File: src/rtl/instruction_fetch_unit_if.sv
// rtl/instruction_fetch_unit_if.sv - fetch unit control, instruction memory and IF/ID bundle
interface instruction_fetch_unit_if;
    logic        stall;
    logic        flush;
    logic        branch_taken;
    logic [31:0] branch_target;
    logic        halt;
    logic [31:0] address;
    logic [31:0] instruction;
    logic [31:0] ifid_instruction;
    logic [31:0] ifid_pcplus4;
    logic        ifid_valid;
    logic        halted;
    logic        misalign_err;

    modport master (
        input  stall, flush, branch_taken, branch_target, halt, instruction,
        output address, ifid_instruction, ifid_pcplus4, ifid_valid, halted, misalign_err
    );

    modport slave (
        output stall, flush, branch_taken, branch_target, halt, instruction,
        input  address, ifid_instruction, ifid_pcplus4, ifid_valid, halted, misalign_err
    );
endinterface

File: src/rtl/instruction_fetch_unit.sv
// rtl/instruction_fetch_unit.sv - PC sequencing and IF/ID register; FETCH_ALIGN_CHECK_EN enables branch-target alignment trap
module instruction_fetch_unit #(
    parameter logic [31:0] RESET_PC = 32'h0000_0000
) (
    input  logic                      clk_i,
    input  logic                      rst_i,
    instruction_fetch_unit_if.master  bus
);

    typedef enum logic [1:0] {
        IDLE   = 2'd0,
        RUN    = 2'd1,
        HALTED = 2'd2
    } state_e;

    state_e      state_q, state_d;
    logic [31:0] pc_q, pc_d;
    logic [31:0] ifid_instr_q, ifid_instr_d;
    logic [31:0] ifid_pcplus4_q, ifid_pcplus4_d;
    logic        ifid_valid_q, ifid_valid_d;
    logic [31:0] pc_plus4;
    logic        target_misaligned;

    assign pc_plus4 = pc_q + 32'd4;

`ifdef FETCH_ALIGN_CHECK_EN
    logic misalign_q, misalign_d;

    assign target_misaligned = |bus.branch_target[1:0];
    // Sticky: only the RUN-state branch path can raise it, only reset clears it.
    assign misalign_d = misalign_q | ((state_q == RUN) && !bus.halt &&
                                      bus.branch_taken && target_misaligned);
    assign bus.misalign_err = misalign_q;

    always_ff @(posedge clk_i) begin
        if (rst_i) misalign_q <= 1'b0;
        else       misalign_q <= misalign_d;
    end
`else
    logic unused_target_lsbs;

    assign target_misaligned  = 1'b0;
    assign unused_target_lsbs = ^bus.branch_target[1:0];
    assign bus.misalign_err   = 1'b0;
`endif

    always_comb begin
        state_d        = state_q;
        pc_d           = pc_q;
        ifid_instr_d   = ifid_instr_q;
        ifid_pcplus4_d = ifid_pcplus4_q;
        ifid_valid_d   = ifid_valid_q;
        case (state_q)
            IDLE: begin
                state_d      = RUN;
                ifid_valid_d = 1'b0;
            end
            RUN: begin
                if (bus.halt) begin
                    state_d      = HALTED;
                    ifid_valid_d = 1'b0;
                end else if (bus.branch_taken) begin
                    if (target_misaligned) begin
                        state_d      = HALTED;
                        ifid_valid_d = 1'b0;
                    end else begin
                        // Wrong-path word in IF/ID is squashed to a nop.
                        pc_d         = {bus.branch_target[31:2], 2'b00};
                        ifid_valid_d = 1'b0;
                        ifid_instr_d = '0;
                    end
                end else if (bus.flush) begin
                    ifid_valid_d = 1'b0;
                    ifid_instr_d = '0;
                    if (!bus.stall) pc_d = pc_plus4;
                end else if (!bus.stall) begin
                    ifid_instr_d   = bus.instruction;
                    ifid_pcplus4_d = pc_plus4;
                    ifid_valid_d   = 1'b1;
                    pc_d           = pc_plus4;
                end
            end
            HALTED: begin
                ifid_valid_d = 1'b0;
            end
            default: begin
                state_d      = IDLE;
                ifid_valid_d = 1'b0;
            end
        endcase
    end

    always_ff @(posedge clk_i) begin
        if (rst_i) begin
            state_q        <= IDLE;
            pc_q           <= RESET_PC;
            ifid_instr_q   <= '0;
            ifid_pcplus4_q <= '0;
            ifid_valid_q   <= 1'b0;
        end else begin
            state_q        <= state_d;
            pc_q           <= pc_d;
            ifid_instr_q   <= ifid_instr_d;
            ifid_pcplus4_q <= ifid_pcplus4_d;
            ifid_valid_q   <= ifid_valid_d;
        end
    end

    assign bus.address          = pc_q;
    assign bus.ifid_instruction = ifid_instr_q;
    assign bus.ifid_pcplus4     = ifid_pcplus4_q;
    assign bus.ifid_valid       = ifid_valid_q;
    assign bus.halted           = (state_q == HALTED);

endmodule

File: src/flat_wrapper.sv
// flat-port wrapper written by rule: the top's interface ports become plain ports
module instruction_fetch_unit_flat 
#(
    parameter logic [31:0] RESET_PC = 32'h0000_0000
)
  (clk_i, rst_i, bus_stall, bus_flush, bus_branch_taken, bus_branch_target, bus_halt, bus_instruction, bus_address, bus_ifid_instruction, bus_ifid_pcplus4, bus_ifid_valid, bus_halted, bus_misalign_err);
  instruction_fetch_unit_if bus_i ();
  input  logic clk_i;
  input  logic rst_i;
  input wire logic [$bits(bus_i.stall)-1:0] bus_stall;
  input wire logic [$bits(bus_i.flush)-1:0] bus_flush;
  input wire logic [$bits(bus_i.branch_taken)-1:0] bus_branch_taken;
  input wire logic [$bits(bus_i.branch_target)-1:0] bus_branch_target;
  input wire logic [$bits(bus_i.halt)-1:0] bus_halt;
  input wire logic [$bits(bus_i.instruction)-1:0] bus_instruction;
  output wire logic [$bits(bus_i.address)-1:0] bus_address;
  output wire logic [$bits(bus_i.ifid_instruction)-1:0] bus_ifid_instruction;
  output wire logic [$bits(bus_i.ifid_pcplus4)-1:0] bus_ifid_pcplus4;
  output wire logic [$bits(bus_i.ifid_valid)-1:0] bus_ifid_valid;
  output wire logic [$bits(bus_i.halted)-1:0] bus_halted;
  output wire logic [$bits(bus_i.misalign_err)-1:0] bus_misalign_err;
  assign bus_i.stall = bus_stall;
  assign bus_i.flush = bus_flush;
  assign bus_i.branch_taken = bus_branch_taken;
  assign bus_i.branch_target = bus_branch_target;
  assign bus_i.halt = bus_halt;
  assign bus_i.instruction = bus_instruction;
  assign bus_address = bus_i.address;
  assign bus_ifid_instruction = bus_i.ifid_instruction;
  assign bus_ifid_pcplus4 = bus_i.ifid_pcplus4;
  assign bus_ifid_valid = bus_i.ifid_valid;
  assign bus_halted = bus_i.halted;
  assign bus_misalign_err = bus_i.misalign_err;
  instruction_fetch_unit #(.RESET_PC(RESET_PC)) u_core (.clk_i(clk_i), .rst_i(rst_i), .bus(bus_i));
endmodule
File: config.mk
export PLATFORM = sky130hd
export DESIGN_NAME = instruction_fetch_unit_flat
export DESIGN_NICKNAME = d
export VERILOG_FILES = /design/src/rtl/instruction_fetch_unit_if.sv /design/src/rtl/instruction_fetch_unit.sv /design/src/flat_wrapper.sv
export SDC_FILE = /design/constraint.sdc
export NUM_CORES = 1
export LEC_CHECK = 0
export ABC_AREA = 1
export ABC_CLOCK_PERIOD_IN_PS = 1400
export BUFFER_PORTS_ARGS = -buffer_cell sky130_fd_sc_hd__buf_2
export CAP_MARGIN = 10
export CORE_MARGIN = 2
export CORE_UTILIZATION = 27
export CTS_BUF_LIST = sky130_fd_sc_hd__clkbuf_8
export CTS_CLUSTER_DIAMETER = 60
export DETAILED_ROUTE_END_ITERATION = 16
export GPL_ROUTABILITY_DRIVEN = 0
export PLACE_DENSITY_LB_ADDON = 0.3
export SLEW_MARGIN = 20
export SYNTH_ARGS = -nofsm -noshare
export SYNTH_HDL_FRONTEND = slang
export SYNTH_SLANG_ARGS = --single-unit
File: constraint.sdc
create_clock -name clk_i -period 1.4 [get_ports clk_i]
set_clock_uncertainty 0.05 [all_clocks]
set_input_delay 0.28 -clock clk_i [delete_from_list [all_inputs] [get_ports clk_i]]
set_output_delay 0.28 -clock clk_i [all_outputs]
set_load 0.02 [all_outputs]
==> out/metrics.cfg, run 1 <==
[pwr]
ir_drop_uv = 400
power.density_nw_per_um2 = 815
p_leak_nw = 3.38

[clock_tree]
ctsHoldBuffers = 0
cts.sinks = 95
htree_levels = 3
insertion_delay_ns = 0.39
clkSlewWorstSetupHoldPaths_ns = 0.10
cts_tree = yes
clock-root-buffer = clkbuf_8
numCtsBuffers = 9
clock_path_buffers = 2

[global_routing]
grt_usage_pct = 17.5
grt_pass1_wl_microns = 24700
grt_start_max_net_pins = 33
grt_remaining_overflow = 0
antenna_found_initial = 0
grt_pass1_vias = 4683

[job]
maxCapViolations = 0

[logic_synthesis]
synth_top_family_by_area = simple AND/OR/NAND/NOR gates
synth_top_cells_by_area = dfxtp_1 42%, nand2_1 14%, a21oi_1 9.9%
synth-simple-area-share_pct = 27.9
synth_xor_area_share_pct = 3.21
syn_area_sq_um = 4560
ys_seq_elements = 95
synth_edf_count = 0
synth_top_area_cell = dfxtp_1
synth_fa_ha_area_share_pct = 0.274
synthMuxAreaShare_pct = 0
synth_compound_area_share_pct = 18.1
ys_warn_count = 0
seq_area_frac_synth_pct = 41.7
ys_types = 33
synthArstFlopShare_pct = 0
synth.avg_cell_area_sq_um = 7.03
synth_top_area_share_pct = 41.7
synthCells = 649
synth_flop_cell = dfxtp_1

[placed_design]
dpl_cell_area_sq_um = 6060
hpwlAfterDp_microns = 10700
pre_cts_ws_ns = -0.133
port_buffers = 161

[sta]
whs_ns = 0.0709
finalCritPeriodShare_pct = 111
fin_crit_ns = 1.55
finalHoldViolCount = 0
fin_ws_ns = -0.150
max_freq_ghz = 0.645
setup_viol = 85
rsz0062_at_grt = true
finalMaxSlewViolations = 0

[layout]
nets = 944
drive_gt1_share_pct = 50.2
diodes = 0
final_area_sq_um = 7390
area_growth_pct = 62.0

[route]
met1Wirelength_microns = 7220
drt_iter0_markers = 254
drc = 0
highest_layer = met4
routed-wl-met3_microns = 1300
drt-total-wl_microns = 16600
antenna_left = 0
vias = 4987
route.met2.wl_microns = 7820
post_drt_wl_per_cell_microns = 15.1
dr.pass1.iters = 4
viasPerCell = 4.54

[floorplan]
coreArea_sq_um = 16600
die-area_sq_um = 18000
die_y_microns = 134
rows = 47
initial_utilization_pct = 27.5
die_w_microns = 134
io-pin-count = 169

[hold_path]
hold_class = in2reg
min_path_cells = 3

[setup_path]
crit_path_end_kind = flip-flop
cp.required_ns = 1.67
ff2ff_path_depth = 9
critPathMaxFanout = 4
startpoint_type = flip-flop
regToRegSetupSlack_ns = -0.15
cp.arrival_ns = 1.82
timing_worst_setup_path_type = reg2reg

[outcome]
violations = negative setup slack
status = finished with violations

==> registers in the layout, indices dropped and copies added, names as in the netlist <==
name                         flops
u_core.bus.ifid_instruction     32
u_core.bus.address              30
u_core.bus.ifid_pcplus4         30
u_core.state_q                   2
u_core.bus.ifid_valid            1
==> through the flow <==
step           instances  total power [mW]  setup TNS, ns  util (%)
2_1_floorplan        653              3.41         -0.142         -
3_3_place_gp        1059              3.85          -4.69      36.6
3_5_place_dp        1059              3.85          -5.09      36.6
4_1_cts             1092              5.94          -3.60      41.0
5_1_grt             1098              6.30         -17.11      44.6
6_report            1098              6.02          -6.91      44.6
==> cells by family (layout without fill, tap and decap cells) <==
group / count (synthesis) / in the layout
simple gates: 292 / 292
compound gates: 159 / 159
flops: 95 / 95
buf+inv: 86 / 311
xor+xnor: 15 / 15
fa+ha+maj: 1 / 1
other cells: 1 / 5
==> per-layer routing <==
metal,vias up,global-route usage (%)
met2,174,28.6
met4,0,5.44
met1,2287,22.6
li1,2506,-
met5,-,0
met3,20,4.84
==> worst max-delay path, stage by stage (launching register included) <==
cell	delay [ns]
dfxtp_4	0.38
ha_4	0.16
nand2_4	0.05
nor2_4	0.10
nand2_4	0.10
buf_4	0.15
buf_6	0.11
xnor2_4	0.17
nand2_1	0.07
a21oi_1	0.14
==> worst paths after layout <==
path / from / endpoint
worst max-delay path: u_core.bus.address[2]$_SDFFE_PP0P_ / u_core.bus.address[10]$_SDFFE_PP0P_
worst min-delay path: bus_instruction[18] / u_core.bus.ifid_instruction[18]$_SDFFE_PP0P_
worst max register to register: u_core.bus.address[2]$_SDFFE_PP0P_ / u_core.bus.address[10]$_SDFFE_PP0P_
worst min register to register: u_core.state_q[1]$_SDFFE_PP0P_ / u_core.state_q[1]$_SDFFE_PP0P_
==> cells in the mapped netlist, types with 7 or more instances <==
master    count
nand3_1      13
nand2_1     166
o21ai_1      14
nor2_4       10
nor2_1       82
nand2_2       8
o21ai_0      48
clkbuf_1     15
inv_1        42
buf_4         7
dfxtp_1      95
buf_2        11
a21oi_1      90
xor2_1        8
==> layout make-up <==
type                    instances  area [sq um]
clock buffers                  10           138
clock inverters                 6          67.6
fillers                      1705          9190
inverters                      46           190
multi-input cells             472          2860
flip-flops and latches         95          1960
well taps                     220           275
repair buffers                247          1880
repair inverters                2          27.5
==> what timing repair did <==
item	4_1_cts	5_1_grt
resized for setup	88	159
setup buffers	13	5
pin swaps	27	40
cloned	4	5
setup endpoints to repair	89	118
==> cell usage in the layout, fill, tap and decap left out, drive strengths merged <==
| master | synthesis | layout |
|---|---|---|
| xor2 | 10 | 10 |
| o21ai | 62 | 62 |
| bufinv | 0 | 1 |
| and2 | 2 | 2 |
| a21oi | 91 | 91 |
| conb | 1 | 5 |
| xnor2 | 5 | 5 |
| clkinvlp | 0 | 2 |
| o31ai | 2 | 2 |
| a31oi | 2 | 2 |
| nand2 | 176 | 176 |
| a21o | 1 | 1 |
| nand3b | 5 | 5 |
| inv | 46 | 49 |
| ha | 1 | 1 |
| clkbuf | 15 | 13 |
| nand3 | 14 | 14 |
| clkinv | 0 | 2 |
| buf | 25 | 244 |
| dfxtp | 95 | 95 |
| nor2 | 95 | 95 |
| o21bai | 1 | 1 |
==> power breakdown <==
| group | internal [mW] | switching, mW |
|---|---|---|
| registers | 2.80 | 0.0845 |
| clock network | 0.885 | 1.10 |
| logic | 0.512 | 0.645 |
No activity file was read; power rests on OpenSTA's default activity.
==> inputs of run 2 (changes only) <==
Settings changed: ABC_CLOCK_PERIOD_IN_PS 1400 to 1700.
Clock period 1.4 ns to 1.7 ns, I/O delays scaled along.
==> out/metrics.cfg, run 2 (synthesis results as in run 1) <==
[layout]
largest_register_ffs = 32  ; unchanged
area_growth_pct = 35.1
drive_gt1_share_pct = 32.9  ; -17 points
nets = 902  ; -4.4%
final_cell_count_no_fill = 1056  ; -3.8%
final_cell_mix = 163 x nand2_1, 161 x buf_2, 89 x a21oi_1
final_common_cell = nand2_1
diodes = 0  ; unchanged
fin_util_pct = 37.2  ; -7.4 points

[clock_tree]
htree_levels = 3  ; unchanged
clock_path_buffers = 2  ; unchanged
cts_tree = yes
cts.sinks = 95  ; unchanged
numCtsBuffers = 9  ; unchanged
insertion_delay_ns = 0.38  ; about the same
clkSlewWorstSetupHoldPaths_ns = 0.10  ; about the same
clock-root-buffer = clkbuf_8

[route]
viasPerCell = 4.49  ; -1.2%
vias = 4737  ; -5.0%
post_drt_wl_per_cell_microns = 14.3  ; -5.3%
drt-total-wl_microns = 15100  ; -9.0%
antenna_left = 0  ; unchanged
dr.pass1.iters = 4  ; unchanged
drt_iter0_markers = 194  ; -24%
drc = 0  ; unchanged

[job]
maxCapViolations = 0  ; unchanged

[setup_path]
regToRegSetupSlack_ns = 0.11  ; +0.26 ns
ff2ff_path_depth = 9  ; unchanged
critPathMaxFanout = 21  ; +17
crit_path_end = u_core.bus.ifid_instruction[9]$_SDFFE_PP0P_
critPathMaxStageDelay_ns = 0.37  ; about the same
worstReg2RegEnd = u_core.bus.ifid_instruction[9]$_SDFFE_PP0P_
worstPathCellList = nand2_2 > nor2_4 > nand3_2 > nor2_4 > buf_6 > buf_4 > clkbuf_16 > nand2_1 > a21oi_1
regToRegStartpoint = u_core.state_q[0]$_SDFFE_PP0P_
timing_worst_setup_path_type = reg2reg
cp.arrival_ns = 1.86  ; +0.04 ns
startpoint_type = flip-flop
crit_path_frequent_cell = nor2_4
crit_path_end_kind = flip-flop
worstSetupStartpoint = u_core.state_q[0]$_SDFFE_PP0P_
cp.required_ns = 1.98  ; +0.31 ns
crit_slowest_cell = dfxtp_1

[placed_design]
pre_cts_ws_ns = 0.0367  ; +0.169 ns
port_buffers = 161  ; unchanged
hpwlAfterDp_microns = 10500  ; -1.8%
dp.cells = 1027  ; -3.0%

[sta]
setup_viol = 0  ; -100%
rsz0062_at_grt = true
fin_ws_ns = 0.113  ; +0.263 ns
finalHoldViolCount = 0  ; unchanged
fin_crit_ns = 1.59  ; +0.0374 ns
whs_ns = 0.137  ; +0.0659 ns
finalCritPeriodShare_pct = 93.4  ; -17 points
finalMaxSlewViolations = 0  ; unchanged
max_freq_ghz = 0.630  ; -2.4%

[floorplan]
io-pin-count = 169  ; unchanged
die_y_microns = 134  ; unchanged
initial_utilization_pct = 27.5  ; unchanged
rows = 47  ; unchanged
die_w_microns = 134  ; unchanged
coreArea_sq_um = 16600  ; unchanged
die-area_sq_um = 18000  ; unchanged

[global_routing]
grt_start_max_net_pins = 56  ; +70%
grt_pass1_vias = 4290  ; -8.4%
grt_remaining_overflow = 0  ; unchanged
grt_pass1_wl_microns = 23000  ; -6.9%
antenna_found_initial = 0  ; unchanged
grt_usage_pct = 16.3  ; -1.2 points

[pwr]
power.density_nw_per_um2 = 728  ; -11%
ir_drop_uv = 442  ; +11%
power.total_mw = 4.49  ; -25%
p_leak_nw = 2.95  ; -13%

[hold_path]
hold_class = in2reg

[outcome]
status = finished clean

==> run 2: changes by cell type in the layout (fill, tap and decap cells not counted), moves of 14 or more <==
cell / delta
nand2_2: -20
buf_4: -34
buf_6: -22
o21ai_2: -16
dfxtp_1: +22
a21oi_1: +24
a21oi_2: -24
nor2_1: +17
nand2_1: +26
buf_2: +26
o21ai_0: +14
==> run 2: cell type report <==
type                    instances  area, sq um
clock buffers                   9          124
clock inverters                 7         48.8
fillers                      1830        10400
inverters                      46          175
multi-input cells             472         2350
flip-flops and latches         95         1910
well taps                     220          275
repair buffers                207         1280
==> run 2: through the flow <==
stage          TNS, ns  cell area [sq um]
3_3_place_gp         0               5770
3_5_place_dp         0               5770
6_report             0               6170
5_1_grt        -0.0477               6170
4_1_cts              0               5940
2_1_floorplan        0               4580
==> run 2: worst min path at each step <==
stage / slack, ns / endpoint / cells after the start / from
final: 0.14 / u_core.bus.ifid_instruction[24]$_SDFFE_PP0P_ / 3 / bus_instruction[24]
after global routing: 0.12 / u_core.bus.ifid_instruction[25]$_SDFFE_PP0P_ / 3 / bus_instruction[25]
after CTS: 0.11 / u_core.bus.ifid_instruction[24]$_SDFFE_PP0P_ / 3 / bus_instruction[24]
after detailed placement: 0.40 / u_core.bus.ifid_instruction[11]$_SDFFE_PP0P_ / 2 / u_core.bus.ifid_instruction[11]$_SDFFE_PP0P_
after global placement: 0.40 / u_core.bus.ifid_instruction[22]$_SDFFE_PP0P_ / 2 / u_core.bus.ifid_instruction[22]$_SDFFE_PP0P_
after floorplan: 0.39 / u_core.state_q[1]$_SDFFE_PP0P_ / 1 / u_core.state_q[1]$_SDFFE_PP0P_
==> run 2: power breakdown <==
part / leakage, nW / total, mW / internal (mW) / switching [mW]
clock: 0.0830 / 1.40 / 0.531 / 0.865
sequential: 0.774 / 2.37 / 2.30 / 0.0687
combinational: 2.10 / 0.724 / 0.283 / 0.440
total: 2.95 / 4.49 / 3.12 / 1.37
==> run 2: per-layer routing <==
metal | vias to the layer above | part of all wire (%) | global-route usage, %
met3 | 18 | 8.6 | 5.86
li1 | 2430 | - | -
met4 | 0 | 1.3 | 4.04
met1 | 2121 | 45 | 20.6
met2 | 168 | 45 | 26.6
met5 | - | 0 | 0
==> run 2: critical path: cells and delay by family, from the launching register on <==
family	cells	cell delay, ns
and+or+nand+nor	5	0.55
buffers and inverters	3	0.44
DFF	1	0.37
AOI/OAI and AO/OA	1	0.11
==> run 2: timing repair <==
action                     in CTS  in global routing
hold buffers                    0                  0
resized for setup               0                 31
setup endpoints to repair       0                 34
buffers inserted                0                 11
